### src/rtl/uart_tx.sv
// uart_tx: 8N1 UART transmitter fed by a small byte FIFO
//   clk         : system clock, all state updates on its rising edge
//   rst_n       : asynchronous active-low reset, aborts any frame and empties the FIFO
//   send_data   : byte to queue for transmission
//   WE          : one-cycle write strobe that queues send_data
//   UART_TXD    : registered serial line, idle high
//   tx_busy     : FIFO non-empty or a frame in progress
//   tx_full     : FIFO holds FIFO_DEPTH bytes
//   tx_empty    : FIFO holds no bytes
//   tx_done     : one-cycle pulse during the last cycle of each stop bit
//   tx_overflow : sticky, set by a write dropped on a full FIFO; cleared only by reset
module uart_tx #(
    parameter int CLKS_PER_BIT = 434,
    parameter int FIFO_DEPTH   = 4
) (
    input  logic       clk,
    input  logic       rst_n,
    input  logic [7:0] send_data,
    input  logic       WE,
    output logic       UART_TXD,
    output logic       tx_busy,
    output logic       tx_full,
    output logic       tx_empty,
    output logic       tx_done,
    output logic       tx_overflow
);
    localparam int AW = $clog2(FIFO_DEPTH);
    localparam int NW = AW + 1;
    localparam int CW = $clog2(CLKS_PER_BIT);
    localparam logic [NW-1:0] DEPTH_N = NW'(FIFO_DEPTH);
    localparam logic [CW-1:0] LAST    = CW'(CLKS_PER_BIT - 1);
    localparam logic [CW-1:0] DONE_AT = CW'(CLKS_PER_BIT - 2);

    typedef enum logic [1:0] {IDLE, START, DATA, STOP} state_t;

    state_t        state;
    logic [7:0]    mem [FIFO_DEPTH];
    logic [AW-1:0] wr_ptr, rd_ptr;
    logic [NW-1:0] count;
    logic [CW-1:0] baud;
    logic [2:0]    idx;
    logic [7:0]    shreg;
    logic          bit_end, push, pop;

    assign tx_full  = count == DEPTH_N;
    assign tx_empty = count == '0;
    assign tx_busy  = state != IDLE || !tx_empty;
    assign bit_end  = baud == LAST;
    assign push     = WE && !tx_full;
    // Pop from IDLE, or at the last cycle of a stop bit so the next start bit follows with no gap.
    assign pop      = !tx_empty && (state == IDLE || (state == STOP && bit_end));

    always_ff @(posedge clk)
        if (push) mem[wr_ptr] <= send_data;

    always_ff @(posedge clk or negedge rst_n) begin
        if (!rst_n) begin
            wr_ptr      <= '0;
            rd_ptr      <= '0;
            count       <= '0;
            tx_overflow <= 1'b0;
        end else begin
            if (push) wr_ptr <= wr_ptr + AW'(1);
            if (pop) rd_ptr <= rd_ptr + AW'(1);
            count       <= count + NW'(push) - NW'(pop);
            tx_overflow <= tx_overflow | (WE & tx_full);
        end
    end

    always_ff @(posedge clk or negedge rst_n) begin
        if (!rst_n) begin
            state    <= IDLE;
            baud     <= '0;
            idx      <= '0;
            shreg    <= '0;
            UART_TXD <= 1'b1;
            tx_done  <= 1'b0;
        end else begin
            // Raised one edge early so the pulse covers the final cycle of the stop bit.
            tx_done <= state == STOP && baud == DONE_AT;
            baud    <= (state == IDLE || bit_end) ? '0 : baud + CW'(1);
            if (pop) begin
                state    <= START;
                shreg    <= mem[rd_ptr];
                UART_TXD <= 1'b0;
            end else if (bit_end) begin
                case (state)
                    START: begin
                        state    <= DATA;
                        UART_TXD <= shreg[0];
                        shreg    <= shreg >> 1;
                        idx      <= '0;
                    end
                    DATA: begin
                        if (idx == 3'd7) begin
                            state    <= STOP;
                            UART_TXD <= 1'b1;
                        end else begin
                            UART_TXD <= shreg[0];
                            shreg    <= shreg >> 1;
                            idx      <= idx + 3'd1;
                        end
                    end
                    default: begin
                        state    <= IDLE;
                        UART_TXD <= 1'b1;
                    end
                endcase
            end
        end
    end
endmodule

### config.mk
export PLATFORM = sky130hd
export DESIGN_NAME = uart_tx
export DESIGN_NICKNAME = d
export VERILOG_FILES = /design/src/rtl/uart_tx.sv
export SDC_FILE = /design/constraint.sdc
export NUM_CORES = 1
export LEC_CHECK = 0
export ABC_AREA = 1
export CAP_MARGIN = 30
export CORE_MARGIN = 2
export CORE_UTILIZATION = 55
export CTS_BUF_LIST = sky130_fd_sc_hd__clkbuf_4 sky130_fd_sc_hd__clkbuf_8
export CTS_CLUSTER_SIZE = 16
export DETAILED_ROUTE_END_ITERATION = 12
export PLACE_DENSITY_LB_ADDON = 0.3
export SYNTH_ARGS = -nofsm -noshare
export SYNTH_HDL_FRONTEND = slang
export SYNTH_SLANG_ARGS = --single-unit
### constraint.sdc
create_clock -name clk -period 2.4 [get_ports clk]
set_input_delay 0.6 -clock clk [delete_from_list [all_inputs] [get_ports clk]]
set_output_delay 0.6 -clock clk [all_outputs]
set_load 0.02 [all_outputs]
==> results of run 1 <==
## worst min path at each step
stage | depth (start not counted) | slack (ns) | end | from
finish | 1 | 0.48 | tx_overflow | tx_overflow
global route | 1 | 0.51 | tx_overflow | tx_overflow
CTS | 1 | 0.49 | tx_overflow | tx_overflow
detailed placement | 1 | 0.48 | tx_overflow | tx_overflow
global placement | 1 | 0.45 | tx_overflow | tx_overflow
floorplan | 0 | 0.30 | baud[0] | rst_n
## cells in the mapped netlist (3+ instances only)
cell / n
nand2_1: 38
ha_1: 15
nor2_1: 40
nand4_1: 4
xor2_1: 3
nor3_1: 3
nand3_1: 25
a21oi_1: 7
o22ai_1: 3
dfrtp_1: 31
inv_1: 34
edfxtp_1: 32
o21ai_0: 26
buf_2: 3
## metal layers
metal  vias up  track usage, %  share of wire [%]
li1       1028               -                  -
met1       971           22.60                 42
met2        39           32.59                 52
met3         8           4.535                4.2
met4         0           10.18                1.8
met5         -               0                  0
## repair_timing
action	in CTS	in global routing
resized for setup	0	3
hold buffers	0	0
setup buffers	0	5
endpoints found under the setup margin	0	2
## metrics by stage
stage / worst slack (ns) / utilization (%) / TNS (ns)
2_1_floorplan: 0.005788 / - / 0
3_3_place_gp: -0.04062 / 62.77 / -0.04062
3_5_place_dp: -0.1287 / 62.77 / -0.1287
4_1_cts: 0.02238 / 66.57 / 0
5_1_grt: -0.06320 / 67.54 / -0.06320
6_report: 0.07278 / 67.54 / 0
## area by class of cell
class / count / area (µm²) / share of cell area [%]
flip-flops and latches: 64 / 1763 / 50.47
well taps: 70 / 87.58 / 2.507
clock inverters: 7 / 72.57 / 2.077
inverters: 36 / 137.6 / 3.940
clock buffers: 9 / 123.9 / 3.546
multi-input cells: 182 / 1033 / 29.58
repair buffers: 31 / 275.3 / 7.880
## flip-flops by register name (all words and copies together) (netlist names)
name and count:
shreg 8, wr_ptr 2, count 3, tx_done 1
tx_overflow 1, baud 9, state 2, idx 3
mem 32, rd_ptr 2, UART_TXD 1
## cells by family after synthesis
| group | share of synthesized area [%] |
|---|---|
| adder cells (fa/ha/maj) | 6.972 |
| AND/OR/NAND/NOR | 19.03 |
| XOR/XNOR | 1.176 |
| buffers and inverters | 6.678 |
| flip-flops | 59.18 |
| AO/OA/AOI/OAI | 6.972 |
## power by group
| part | switching (mW) | internal, mW | leakage, nW | total (mW) |
|---|---|---|---|---|
| Sequential | 0.0835 | 1.33 | 0.681 | 1.41 |
| Combinational | 0.241 | 0.191 | 0.805 | 0.432 |
| Clock | 0.433 | 0.476 | 0.0835 | 0.909 |
==> results.py, run 1 <==
metrics = {
    "run_status": {
        "status": "complete, no violations",
    },
    "floorplan": {
        "die_area_um2": 6021,
        "die_x_um": 77.60,
        "floorplan.initialDensity_pct": 57.60,
        "row_count": 26,
        "core-area_um2": 5172,
        "die_h_um": 77.60,
        "pin_count": 17,
    },
    "setup_path": {
        "worstSetupPathType": "reg2reg",
        "rrSetupSlack_ns": 0.07,
        "critPathLaunchType": "register",
        "timing.critical_path.from": "baud[0]",
        "crit_path_frequent_cell": "ha_1",
        "reg2reg_to": "count[2]",
        "r2r_start": "baud[0]",
        "cp.arrival_ns": 2.56,
        "reg2regPathDepth": 14,
        "cp_slowest_cell": "dfrtp_1",
        "crit_chain": "ha_1 > nand2_1 > nor2_2 > nand2_2 > nand2_4 > nand2_4 > inv_4 > ha_1 > inv_1 > ha_1 > inv_1 > fa_2 > xnor2_2 > xor2_1",
        "crit_family": "adder cells",
        "crit_cells": 14,
        "endpoint": "count[2]",
        "cp-end-kind": "register",
        "crit_required_ns": 2.63,
        "cpPeakStageDelay_ns": 0.44,
        "crit_path_max_fanout": 5,
        "crit_buf_inv": 3,
    },
    "routing": {
        "drc": 0,
        "dr.pass1.iters": 4,
        "drt-wirelength-per-cell_um": 12.99,
        "via_per_inst": 5.128,
        "route.vias.total": 2046,
        "wl_um": 5182,
        "drtIter0Drc": 104,
        "antenna_left": 0,
    },
    "synthesis": {
        "syn_area_um2": 2979,
        "synth_area_leaders": "edfxtp_1, dfrtp_1, ha_1",
        "synth_top_area_cell": "edfxtp_1",
        "synth-edff-count": 32,
        "ys_seq_elements": 64,
        "synthCells": 289,
        "syn-num-nets": 316,
        "synth-seq-area-share_pct": 59.18,
        "syn_area_per_cell_um2": 10.31,
        "synth_top_area_share_pct": 32.26,
        "synth_cell_types": 34,
        "synth_flop_cell": "edfxtp_1",
        "async_reset_ff_share_pct": 50.00,
        "ys_warn_count": 0,
    },
    "sta": {
        "fin_crit_sh_pct": 96.97,
        "max_slew_margin_pct": 67.92,
        "drv_slew": 0,
        "worst_pin_slew_ns": 0.4807,
        "hold_viol_final": 0,
        "hold_slack_ns": 0.4845,
        "skew_ns": 0.007976,
        "finalSetupViolations": 0,
        "rsz0062_at_grt": "yes",
        "max_freq_mhz": 429.7,
        "fin_crit_ns": 2.327,
    },
    "power_and_ir_drop": {
        "ir_drop_mv": 0.6572,
        "powerDensity_nw_per_um2": 787.1,
        "p_leak_nw": 1.570,
        "power.total_mw": 2.750,
    },
    "global_route": {
        "grt_max_degree": 33,
        "grt_pass1_wl_um": 8797,
        "grt_overflow": 0,
        "grt_pass1_vias": 1964,
        "grt.total_usage_pct": 19.21,
        "antenna_found_initial": 0,
    },
    "finish": {
        "layout.cells.non_filler": 399,
        "nFillCells": 405,
        "synthToLayoutAreaGrowth_pct": 17.26,
        "final_cell_mix": "nor2_1, nand2_1, inv_1",
        "diodes": 0,
        "finish.instance_area_um2": 3493,
        "drive_above_1_share_pct": 14.59,
        "nets": 351,
        "final_common_cell": "nor2_1",
    },
    "place": {
        "port_buffers": 16,
        "dpl_cell_area_um2": 3247,
        "dp_hpwl_um": 3516,
        "dp_cells": 378,
        "gp_congestion": 0.8225,
    },
    "min_path": {
        "hold_class": "reg2reg",
    },
    "clock_network": {
        "cts_buffers": 9,
        "cts_root_buf": "clkbuf_8",
        "cts_sinks": 64,
        "cts.clk_slew.worst_paths_ns": 0.07,
        "cts_tree": "yes",
        "insertion_delay_ns": 0.34,
        "h-tree-depth": 3,
        "cts_buffer_depth": 2,
    },
    "job": {
        "cap_violations": 0,
    },
}
No activity file was read; power rests on OpenSTA's default activity.
==> inputs of run 2 (changes only) <==
Settings changed: CORE_MARGIN 2 to unset.
==> results.py, run 2 (synthesis results as in run 1) <==
metrics = {
    "run_status": {
        "status": "complete, no violations",
    },
    "setup_path": {
        "worstSetupPathType": "reg2out",
        "crit_path_max_fanout": 4,
        "reg2regPathDepth": 15,
        "critPathLaunchType": "register",
        "cp.arrival_ns": 1.72,
        "cp-end-kind": "output pin",
        "crit_required_ns": 1.80,
    },
    "power_and_ir_drop": {
        "pwr-share-seq_pct": 48.5,
        "power_frac_clock_pct": 34.7,
        "powerDensity_nw_per_um2": 820.8,
        "power.internal_mw": 2.123,
        "ir_drop_mv": 0.6904,
        "p_comb_share_pct": 16.8,
        "power.switching_mw": 0.8065,
        "switching_share_pct": 27.53,
        "p_leak_nw": 1.580,
    },
    "clock_network": {
        "cts_sinks": 64,
        "cts_tree": "yes",
        "cts.clk_slew.worst_paths_ns": 0.07,
        "h-tree-depth": 3,
        "insertion_delay_ns": 0.34,
        "cts_root_buf": "clkbuf_8",
        "cts_buffer_depth": 2,
        "cts_buffers": 9,
    },
    "sta": {
        "finalSetupViolations": 0,
        "fin_crit_sh_pct": 96.62,
        "hold_viol_final": 0,
        "max_slew_margin_pct": 68.22,
        "drv_slew": 0,
        "max_freq_mhz": 431.3,
        "fin_crit_ns": 2.319,
        "rsz0062_at_grt": "no",
        "worst_pin_slew_ns": 0.4762,
        "skew_ns": 0.006838,
        "tns_ns": 0,
        "worst_slack_ns": 0.08117,
    },
    "finish": {
        "utilization_pct": 68.99,
        "nets": 353,
        "largest_register_ff_count": 32,
        "reg_top3": "mem (32), baud (9), shreg (8)",
        "drive_above_1_share_pct": 17.82,
        "final_common_cell": "nor2_1",
        "diodes": 0,
        "synthToLayoutAreaGrowth_pct": 19.78,
        "top_register": "mem",
        "final_cell_mix": "nor2_1, nand2_1, edfxtp_1",
    },
    "routing": {
        "dr.pass1.iters": 5,
        "drt-wirelength-per-cell_um": 13.92,
        "route.vias.total": 2105,
        "drtIter0Drc": 121,
        "drc": 0,
        "via_per_inst": 5.249,
        "wl_um": 5582,
        "antenna_left": 0,
    },
    "global_route": {
        "grt_max_degree": 33,
        "grt_overflow": 0,
        "grt_pass1_vias": 1966,
        "grt_pass1_wl_um": 8825,
        "antenna_found_initial": 0,
        "grt.total_usage_pct": 21.86,
    },
    "floorplan": {
        "row_count": 26,
        "pin_count": 17,
        "die_area_um2": 5715,
        "die_h_um": 75.60,
        "core-area_um2": 5172,
        "floorplan.initialDensity_pct": 57.60,
        "die_x_um": 75.60,
    },
    "place": {
        "post-place-ws_ns": -0.1190,
        "port_buffers": 16,
        "dp_hpwl_um": 3482,
        "gp_congestion": 0.7530,
    },
    "min_path": {
        "hold_class": "reg2reg",
        "whs_path_depth": 1,
    },
    "job": {
        "cap_violations": 0,
    },
}
-- run 2: cell types whose count changed in the layout (fill, tap and decap cells not counted), moves of 2 or more --
cell,delta
ha_1,-4
ha_2,+2
clkinvlp_4,-2
inv_2,+3
ha_4,+2
inv_1,-3
buf_4,+2
-- run 2: final timing paths --
path / from / to / slack (ns)
setup / recovery: count[0] / tx_empty / 0.08
min in group asynchronous: rst_n / baud[4] / 0.65
hold / removal: tx_overflow / tx_overflow / 0.48
hold reg to reg: tx_overflow / tx_overflow / 0.48
max in group asynchronous: rst_n / UART_TXD / 1.42
setup reg to reg: baud[1] / count[2] / 0.10
-- run 2: worst max-delay path, stage by stage, from the launching register on --
cell,delay [ns]
dfrtp_1,0.48
nor3_4,0.26
clkdlybuf4s50_1,0.65
-- run 2: layout make-up --
class                      instances  area, µm²
clock buffer                       9      123.9
tap                               70      87.58
sequential                        64       1763
timing repair buffer              33      286.5
multi-input combinational        182       1074
fill                             371       1604
clock inverter                     7      96.34
inverter                          36      137.6
-- run 2: power by group through the flow --
stage / clock [mW] / combinational (mW) / sequential (mW)
2_1_floorplan: 0 / 0.246 / 1.42
3_3_place_gp: 0 / 0.409 / 1.42
5_1_grt: 1.06 / 0.539 / 1.43
6_report: 1.02 / 0.491 / 1.42
3_5_place_dp: 0 / 0.447 / 1.43
4_1_cts: 1.03 / 0.454 / 1.41
-- run 2: metrics by stage --
stage	area [µm²]	hold slack, ns	total power [mW]	cells
floorplan	2985	0.3044	1.670	289
global placement	3247	0.4460	1.832	378
detailed placement	3247	0.4583	1.879	378
CTS	3468	0.4746	2.896	394
global route	3568	0.5273	3.034	401
finish	3568	0.4754	2.929	401
-- run 2: what timing repair did --
action / in CTS / in global routing
setup buffers: 0 / 7
gates resized for setup: 2 / 12
hold buffers: 0 / 0
endpoints found under the setup margin: 2 / 2
pin swaps: 0 / 6
-- run 2: metal layers --
layer	share of wire [%]	routed length, µm	GRT usage, %	vias up
li1	-	-	-	1034
met4	2.6	145	12.96	0
met1	42	2351	25.38	1014
met3	3.5	195	4.762	13
met2	52	2890	37.40	44
met5	0	0	0	-
==> inputs of run 3 (changes only) <==
Settings changed: CAP_MARGIN 30 to unset.
==> results of run 3 <==
The final DEF is identical to that of run 2; final timing and power are the same.
